`src/rtl/qsfp_sideband_ctrl.sv`:
```
// QSFP28 sideband sequencer: presence debounce, timed ResetL/init sequence, readiness and IntL latch.
// Optional interrupt latch is built only when QSFP_SB_INT_LATCH_EN is defined.
module qsfp_sideband_ctrl #(
  parameter int DEBOUNCE_CYCLES     = 125000,
  parameter int RESET_ASSERT_CYCLES = 1250,
  parameter int INIT_WAIT_CYCLES    = 250000000
) (
  input  logic       clk,
  input  logic       rst_n,
  input  logic       qsfp_modprsl,
  input  logic       qsfp_intl,
  input  logic       soft_reset_req,
  input  logic       lpmode_req,
  input  logic       int_clear,
  output logic       qsfp_modsell,
  output logic       qsfp_resetl,
  output logic       qsfp_lpmode,
  output logic       module_present,
  output logic       module_ready,
  output logic       int_pending,
  output logic [1:0] sb_state
);

  // state     | meaning
  // ABSENT    | no debounced module, held in reset
  // RESET     | ResetL driven low for RESET_ASSERT_CYCLES
  // INIT_WAIT | ResetL released, waiting INIT_WAIT_CYCLES
  // READY     | module selected and usable
  localparam logic [1:0] ST_ABSENT = 2'd0;
  localparam logic [1:0] ST_RESET  = 2'd1;
  localparam logic [1:0] ST_INIT   = 2'd2;
  localparam logic [1:0] ST_READY  = 2'd3;

  localparam int MAX_PHASE = (RESET_ASSERT_CYCLES > INIT_WAIT_CYCLES) ?
                             RESET_ASSERT_CYCLES : INIT_WAIT_CYCLES;
  localparam int CNT_W = (MAX_PHASE > 1) ? $clog2(MAX_PHASE) : 1;
  localparam int DB_W  = (DEBOUNCE_CYCLES > 1) ? $clog2(DEBOUNCE_CYCLES) : 1;

  localparam logic [DB_W-1:0]  DB_LAST   = DB_W'(DEBOUNCE_CYCLES - 1);
  localparam logic [CNT_W-1:0] RST_LAST  = CNT_W'(RESET_ASSERT_CYCLES - 1);
  localparam logic [CNT_W-1:0] INIT_LAST = CNT_W'(INIT_WAIT_CYCLES - 1);

  logic             r_prs_s1;
  logic             r_prs_s2;
  logic             r_prs_acc;
  logic [DB_W-1:0]  r_db_cnt;
  logic [1:0]       r_state;
  logic [CNT_W-1:0] r_cnt;
  logic             r_resetl;
  logic             r_lpmode;
  logic             r_modsell;
  logic             r_ready;
  logic [1:0]       w_state_nxt;
  logic             w_present;

  always_ff @(posedge clk or negedge rst_n) begin
    if (!rst_n) begin
      r_prs_s1  <= 1'b1;
      r_prs_s2  <= 1'b1;
      r_prs_acc <= 1'b1;
      r_db_cnt  <= '0;
    end else begin
      r_prs_s1 <= qsfp_modprsl;
      r_prs_s2 <= r_prs_s1;
      if (r_prs_s2 == r_prs_acc) begin
        r_db_cnt <= '0;
      end else if (r_db_cnt == DB_LAST) begin
        r_prs_acc <= r_prs_s2;
        r_db_cnt  <= '0;
      end else begin
        r_db_cnt <= r_db_cnt + DB_W'(1);
      end
    end
  end

  assign w_present = ~r_prs_acc;

  always_comb begin
    w_state_nxt = r_state;
    case (r_state)
      ST_ABSENT: if (w_present) w_state_nxt = ST_RESET;
      ST_RESET:  if (r_cnt == RST_LAST) w_state_nxt = ST_INIT;
      ST_INIT: begin
        if (soft_reset_req)          w_state_nxt = ST_RESET;
        else if (r_cnt == INIT_LAST) w_state_nxt = ST_READY;
      end
      ST_READY:  if (soft_reset_req) w_state_nxt = ST_RESET;
      default:   w_state_nxt = ST_ABSENT;
    endcase
    // Losing presence overrides every other transition.
    if (!w_present) w_state_nxt = ST_ABSENT;
  end

  always_ff @(posedge clk or negedge rst_n) begin
    if (!rst_n) begin
      r_state   <= ST_ABSENT;
      r_cnt     <= '0;
      r_resetl  <= 1'b0;
      r_lpmode  <= 1'b1;
      r_modsell <= 1'b1;
      r_ready   <= 1'b0;
    end else begin
      r_state <= w_state_nxt;
      if (w_state_nxt != r_state) begin
        r_cnt <= '0;
      end else if ((r_state == ST_RESET) || (r_state == ST_INIT)) begin
        r_cnt <= r_cnt + CNT_W'(1);
      end
      r_resetl  <= (w_state_nxt == ST_INIT) || (w_state_nxt == ST_READY);
      r_lpmode  <= (w_state_nxt == ST_READY) ? lpmode_req : 1'b1;
      r_modsell <= (w_state_nxt != ST_READY);
      r_ready   <= (w_state_nxt == ST_READY);
    end
  end

`ifdef QSFP_SB_INT_LATCH_EN
  logic r_int_s1;
  logic r_int_s2;
  logic r_int_d;
  logic r_int_pend;
  logic w_int_fall;

  assign w_int_fall = r_int_d & ~r_int_s2;

  always_ff @(posedge clk or negedge rst_n) begin
    if (!rst_n) begin
      r_int_s1   <= 1'b1;
      r_int_s2   <= 1'b1;
      r_int_d    <= 1'b1;
      r_int_pend <= 1'b0;
    end else begin
      r_int_s1 <= qsfp_intl;
      r_int_s2 <= r_int_s1;
      r_int_d  <= r_int_s2;
      if (w_state_nxt != ST_READY) begin
        r_int_pend <= 1'b0;
      end else if (w_int_fall && (r_state == ST_READY)) begin
        r_int_pend <= 1'b1;
      end else if (int_clear) begin
        r_int_pend <= 1'b0;
      end
    end
  end

  assign int_pending = r_int_pend;
`else
  logic w_unused_int;
  assign w_unused_int = qsfp_intl ^ int_clear;
  assign int_pending  = 1'b0;
`endif

  assign qsfp_modsell   = r_modsell;
  assign qsfp_resetl    = r_resetl;
  assign qsfp_lpmode    = r_lpmode;
  assign module_present = w_present;
  assign module_ready   = r_ready;
  assign sb_state       = r_state;

endmodule

```
`config.mk`:
```
export PLATFORM = sky130hd
export DESIGN_NAME = qsfp_sideband_ctrl
export DESIGN_NICKNAME = d
export VERILOG_FILES = /design/src/rtl/qsfp_sideband_ctrl.sv
export SDC_FILE = /design/constraint.sdc
export NUM_CORES = 1
export LEC_CHECK = 0
export ABC_AREA = 0
export BUFFER_PORTS_ARGS = -buffer_cell sky130_fd_sc_hd__buf_2
export CELL_PAD_IN_SITES_DETAIL_PLACEMENT = 1
export CELL_PAD_IN_SITES_GLOBAL_PLACEMENT = 1
export CORE_UTILIZATION = 53
export CTS_BUF_LIST = sky130_fd_sc_hd__clkbuf_8
export CTS_CLUSTER_DIAMETER = 100
export DETAILED_ROUTE_END_ITERATION = 7
export PLACE_DENSITY = 0.94
export SLEW_MARGIN = 20
export SYNTH_ARGS = -nofsm -noshare
export SYNTH_HDL_FRONTEND = slang
export SYNTH_SLANG_ARGS = --single-unit
```
`constraint.sdc`:
```
create_clock -name clk -period 5.7 [get_ports clk]
set_input_delay 1.14 -clock clk [delete_from_list [all_inputs] [get_ports clk]]
set_output_delay 1.14 -clock clk [all_outputs]
set_load 0.005 [all_outputs]
```
# Word-level counts from Yosys, hierarchy flattened
# Index checks and enable logic that the tools add are counted.
# Widths: inputs -> output; s select.
[word_totals]
in_bits = 7
ff_bits = 54
word_cells = 41
output_inout_bits = 8
[op_classes]
bitwise = 2
addsub = 2
muxes = 11
reduce_logical = 5
eq_ne = 11
[op_table]
columns = ["cell", "count"]
rows = [
  ["$mux 28", 2],
  ["$mux 17", 2],
  ["$add 28x1->28 const B", 1],
  ["$eq 28x11->1 const B", 1],
  ["$eq 28x28->1 const B", 1],
  ["$add 17x1->17 const B", 1],
  ["$eq 17x17->1 const B", 1],
  ["$mux 2", 5],
  ["$eq 2x2->1 const B", 4],
  ["$pmux 2 s4", 1],
  ["$eq 2x1->1 const B", 1],
  ["$logic_not 2->1", 1],
  ["$logic_or 1x1->1", 2],
  ["$ne 2x2->1", 1],
  ["$ne 2x2->1 const B", 1],
  ["$not 1->1", 2],
  ["$reduce_and 2->1", 1],
  ["$reduce_bool 2->1", 1],
  ["$eq 1x1->1", 1],
  ["$mux 1", 1],
]

# Longest topological paths before layout
[logic_depth]
ltp_word = 7
ltp_mapped = 9
ltp_nobuf = 8

# Worst setup path after synthesis
# No wires, ideal clock.
[synth_timing]
path_type = "input -> register"
startpoint = "input soft_reset_req"
endpoint = "register r_cnt[1]"
setup_slack_ps = 3407
path_buffers = 1
arrival_time_ps = 2199
required_time_ps = 5606
cell_stages = 6
path_cell_list = "o21ba_2 o21bai_1 a221oi_2 nand3_1 buf_4 a211oi_1"
[synth_between]
elab_chain_len = 5
word_cells_on_any_way = 7
classes_between = "eq/ne: 1; mux: 5; reduce/logical: 1"
[synth_rtl]
columns = ["element", "line_no", "text"]
rows = [
  ["start: declaration", "12", "input logic soft_reset_req,"],
  ["$mux 2, on equally long branches", "87, 84", ""],
  ["$pmux 2 s4 (*)", "80", "case (r_state)"],
  ["$mux 2 (*)", "91", "if (!w_present) w_state_nxt = ST_ABSENT;"],
  ["$ne 2x2->1 (*)", "104", "if (w_state_nxt != r_state) begin"],
  ["$mux 28 / $reduce_bool 2->1 (equally long branches)", "n/a", ""],
  ["end signal: assignment", "107", "r_cnt <= r_cnt + CNT_W'(1);"],
  ["end: declaration", "48", "logic [CNT_W-1:0] r_cnt;"],
]
# Every way passes the cells marked *; elsewhere a longest branch is shown, timed or not.
# A chain may end at the register's enable or synchronous reset.

# Worst setup path after layout
[layout_timing]
startpoint = "register r_state[0], in the netlist sb_state[0]"
endpoint = "register r_cnt[1]"
[layout_between]
elab_chain_len = 6
word_cells_on_any_way = 14
classes_between = "eq/ne: 4; mux: 7; reduce/logical: 3"
[layout_rtl]
columns = ["element", "line_no", "text"]
rows = [
  ["start: declaration", "47", "logic [1:0] r_state;"],
  ["start signal: assignment", "103", "r_state <= w_state_nxt;"],
  ["$mux 2", "85", "else if (r_cnt == INIT_LAST) w_state_nxt = ST_READY;"],
  ["$mux 2", "84", "if (soft_reset_req) w_state_nxt = ST_RESET;"],
  ["$pmux 2 s4", "80", ""],
  ["$mux 2", "91", ""],
  ["$ne 2x2->1", "104", ""],
  ["$mux 28 / $reduce_bool 2->1 (equally long branches)", "n/a", ""],
]
# Several ways; a longest one is shown, not always the timed one.

==> results.sh <==
export IMPL_post_cts_resize_count=0
export IMPL_pre_cts_slack_ns=2.44
export IMPL_clkLatencyLatePin_ns=0.31
export IMPL_synth_compound_area_share_pct=2.94
export IMPL_relSlewSlack_pct=43.2
export IMPL_rsz0062_at_grt="no"
export IMPL_drv_slew=0
export IMPL_cts_buffers=5
export IMPL_setup_viol=0
export IMPL_synth_edf_count=0
export IMPL_status="finished clean"
export IMPL_crit_path_end_kind="flip-flop"
export IMPL_arrival_ns=3.19
export IMPL_drt_wirelength_per_cell_um=18.2
export IMPL_mostFrequentLayoutCells="58 x nor2_1, 49 x dfrtp_1, 24 x xor2_1"
export IMPL_via_count=2160
export IMPL_cts_buffer_depth=2
export IMPL_layout_nets=318
export IMPL_gr_usage_met2_pct=47.9
export IMPL_ir_drop_v=0.000131
export IMPL_seq_area_frac_synth_pct=48.3
export IMPL_avgSynthCellArea_um2=9.65
export IMPL_dr_pass1_iters=4
export IMPL_worst_ep_required_time_ns=5.89
export IMPL_n_antenna_cell=0
export IMPL_clkTransAtPathRegs_ns=0.10
export IMPL_worst_setup_path_type="reg -> reg"
export IMPL_ys_types=44
export IMPL_synthAdderAreaFrac_pct=3.56
export IMPL_finalHoldViolations=0
export IMPL_synth_mux_area_share_pct=0
export IMPL_num_rows=26
export IMPL_async_reset_ff_share_pct=100
export IMPL_synth_simple_area_share_pct=29.0
export IMPL_grt_pass1_vias=2288
export IMPL_place_gp_congestion=0.773
export IMPL_dpl_instance_area_um2=2920
export IMPL_htreeDepth=2
export IMPL_skew_ns=0.00819
export IMPL_synth_seq_cells=54
export IMPL_cts_root_buf="clkbuf_8"
export IMPL_pwr_density_cell_nw_per_um2=278
export IMPL_routed_wirelength_um=6820
export IMPL_io_pin_count=15
export IMPL_fin_area_um2=3010
export IMPL_antenna_found_initial=0
export IMPL_max_freq_ghz=0.333
export IMPL_cp_start_kind="flip-flop"
export IMPL_drv_cap=0
export IMPL_ys_flop_type="dfrtp_1"
export IMPL_utilization_pct=59.0
export IMPL_dpl_hpwl_um=4910
export IMPL_setup_slack_ns=2.70
export IMPL_gr_max_usage_layer="met2"
export IMPL_yosys_warnings=0
export IMPL_hp_class="reg -> reg"
export IMPL_gr_total_overflow=0
export IMPL_grt_pass1_wl_um=11200
export IMPL_synth_xor_area_share_pct=13.4
export IMPL_grt_util_met1_pct=33.6
export IMPL_syn_nets=306
export IMPL_viasPerCell=5.78
export IMPL_die_y_um=74.8
export IMPL_area_growth_pct=7.26
export IMPL_initial_core_util_pct=55.0
export IMPL_io_buffer_count=11
export IMPL_final_common_cell="nor2_1"
export IMPL_cts_sinks=54
export IMPL_min_period_over_period_pct=52.6
export IMPL_netlist_instances=291
export IMPL_synth_area_um2=2810
export IMPL_postCtsSetupRepairBufs=0
export IMPL_die_width_um=74.8
export IMPL_grt_max_degree=55
export IMPL_finalSetupTns_ns=0
export IMPL_grt_met3_usage_pct=5.62
export IMPL_cts_tree="done"
export IMPL_worstMarginPinSlew_ns=0.849
export IMPL_synth_top_family_by_area="simple AND/OR/NAND/NOR gates"
export IMPL_path_max_fanout=20
export IMPL_grt_total_usage_pct=27.4
export IMPL_antenna_left=0
export IMPL_fin_crit_ns=3.00
export IMPL_drt_iter0_markers=71
export IMPL_coreArea_um2=5110
export IMPL_die_area_um2=5600
export IMPL_drive_gt1_share_pct=11.5
export IMPL_leakagePower_nw=1.30
export IMPL_cts_hold_buf=0
export IMPL_drc=0
==> per-stage QoR <==
stage / instances / power (W) / hold slack [ns]
after floorplan: 291 / 0.000569 / 0.345
final: 374 / 0.000837 / 0.372
after detailed placement: 366 / 0.000617 / 0.354
after global routing: 374 / 0.000879 / 0.376
after global placement: 366 / 0.000606 / 0.353
after CTS: 374 / 0.000840 / 0.371
==> critical path, stage by stage (launching register included) <==
cell and delay (ns):
dfrtp_1 0.52, inv_1 0.16, ha_1 0.31, a31oi_1 0.20
o211ai_1 0.15, a221oi_2 0.32, nand3_1 0.68, a211oi_1 0.53
==> layer usage <==
metal | vias to the layer above | part of all wire (%)
li1 | 1004 | -
met1 | 1096 | 44
met5 | - | 0
met3 | 17 | 2.8
met2 | 43 | 52
met4 | 0 | 1.8
==> path summary, 6_finish.rpt <==
path / from / endpoint / slack [ns] / cells past startpoint
worst max-delay path: sb_state[0]$_DFF_PN0_ / r_cnt[1]$_DFFE_PN0P_ / 2.70 / 7
worst min-delay path: r_prs_s1$_DFF_PN1_ / r_prs_s2$_DFF_PN1_ / 0.37 / 0
worst max register to register: sb_state[0]$_DFF_PN0_ / r_cnt[1]$_DFFE_PN0P_ / 2.70 / 7
worst min register to register: r_prs_s1$_DFF_PN1_ / r_prs_s2$_DFF_PN1_ / 0.37 / 0
max in group asynchronous: rst_n / r_db_cnt[3]$_DFF_PN0_ / 4.26 / 2
min in group asynchronous: rst_n / sb_state[0]$_DFF_PN0_ / 0.96 / 2
==> sequential cells by signal (all words and copies together) (netlist names) <==
register and count:
r_cnt 28, r_db_cnt 17, sb_state 2, module_ready 1, qsfp_lpmode 1, qsfp_modsell 1, qsfp_resetl 1, r_prs_acc 1
r_prs_s1 1, r_prs_s2 1
==> cell type report <==
type,instances,area [um2]
Tap cell,70,87.6
Multi-Input combinational cell,221,1380
Inverter,9,33.8
Sequential cell,54,1360
Clock inverter,2,12.5
Fill cell,589,2090
Clock buffer,6,82.6
Timing Repair Buffer,12,62.6
==> power by group <==
part           leakage [nW]  internal [W]  switching (W)
registers             0.728      0.000401      0.0000293
clock network        0.0472     0.0000979       0.000126
logic                 0.520     0.0000580       0.000124
==> kinds of logic after synthesis <==
| family | Yosys count |
|---|---|
| adders and majority gates | 8 |
| AOI/OAI and AO/OA | 11 |
| buffers and inverters | 16 |
| DFF | 54 |
| other | 1 |
| xor gates and xnor gates | 43 |
| and+or+nand+nor | 158 |
==> synthesized netlist by cell type (2+ instances only) <==
| master | count | area share (%) |
|---|---|---|
| nand3_1 | 21 | 3.7 |
| nand2b_1 | 3 | 0.67 |
| or3_1 | 4 | 0.89 |
| xor2_1 | 24 | 7.5 |
| buf_2 | 3 | 0.53 |
| dfstp_2 | 5 | 4.7 |
| nand4b_1 | 2 | 0.62 |
| or2_2 | 2 | 0.45 |
| nor2_1 | 58 | 7.8 |
| and3_1 | 7 | 1.6 |
| buf_4 | 3 | 0.80 |
| nand3b_1 | 3 | 0.80 |
| nor4b_1 | 2 | 0.62 |
| and2_1 | 5 | 1.1 |
| ha_1 | 8 | 3.6 |
| dfrtp_1 | 49 | 44 |
| nand2_1 | 17 | 2.3 |
| nor3_1 | 7 | 1.2 |
| xnor2_1 | 19 | 5.9 |
| o21ai_0 | 2 | 0.36 |
| nand4_1 | 10 | 2.2 |
| inv_1 | 9 | 1.2 |
| and4_1 | 3 | 0.94 |
| nor4_1 | 5 | 1.1 |
Note: power is estimated with default switching activity, not from simulation.
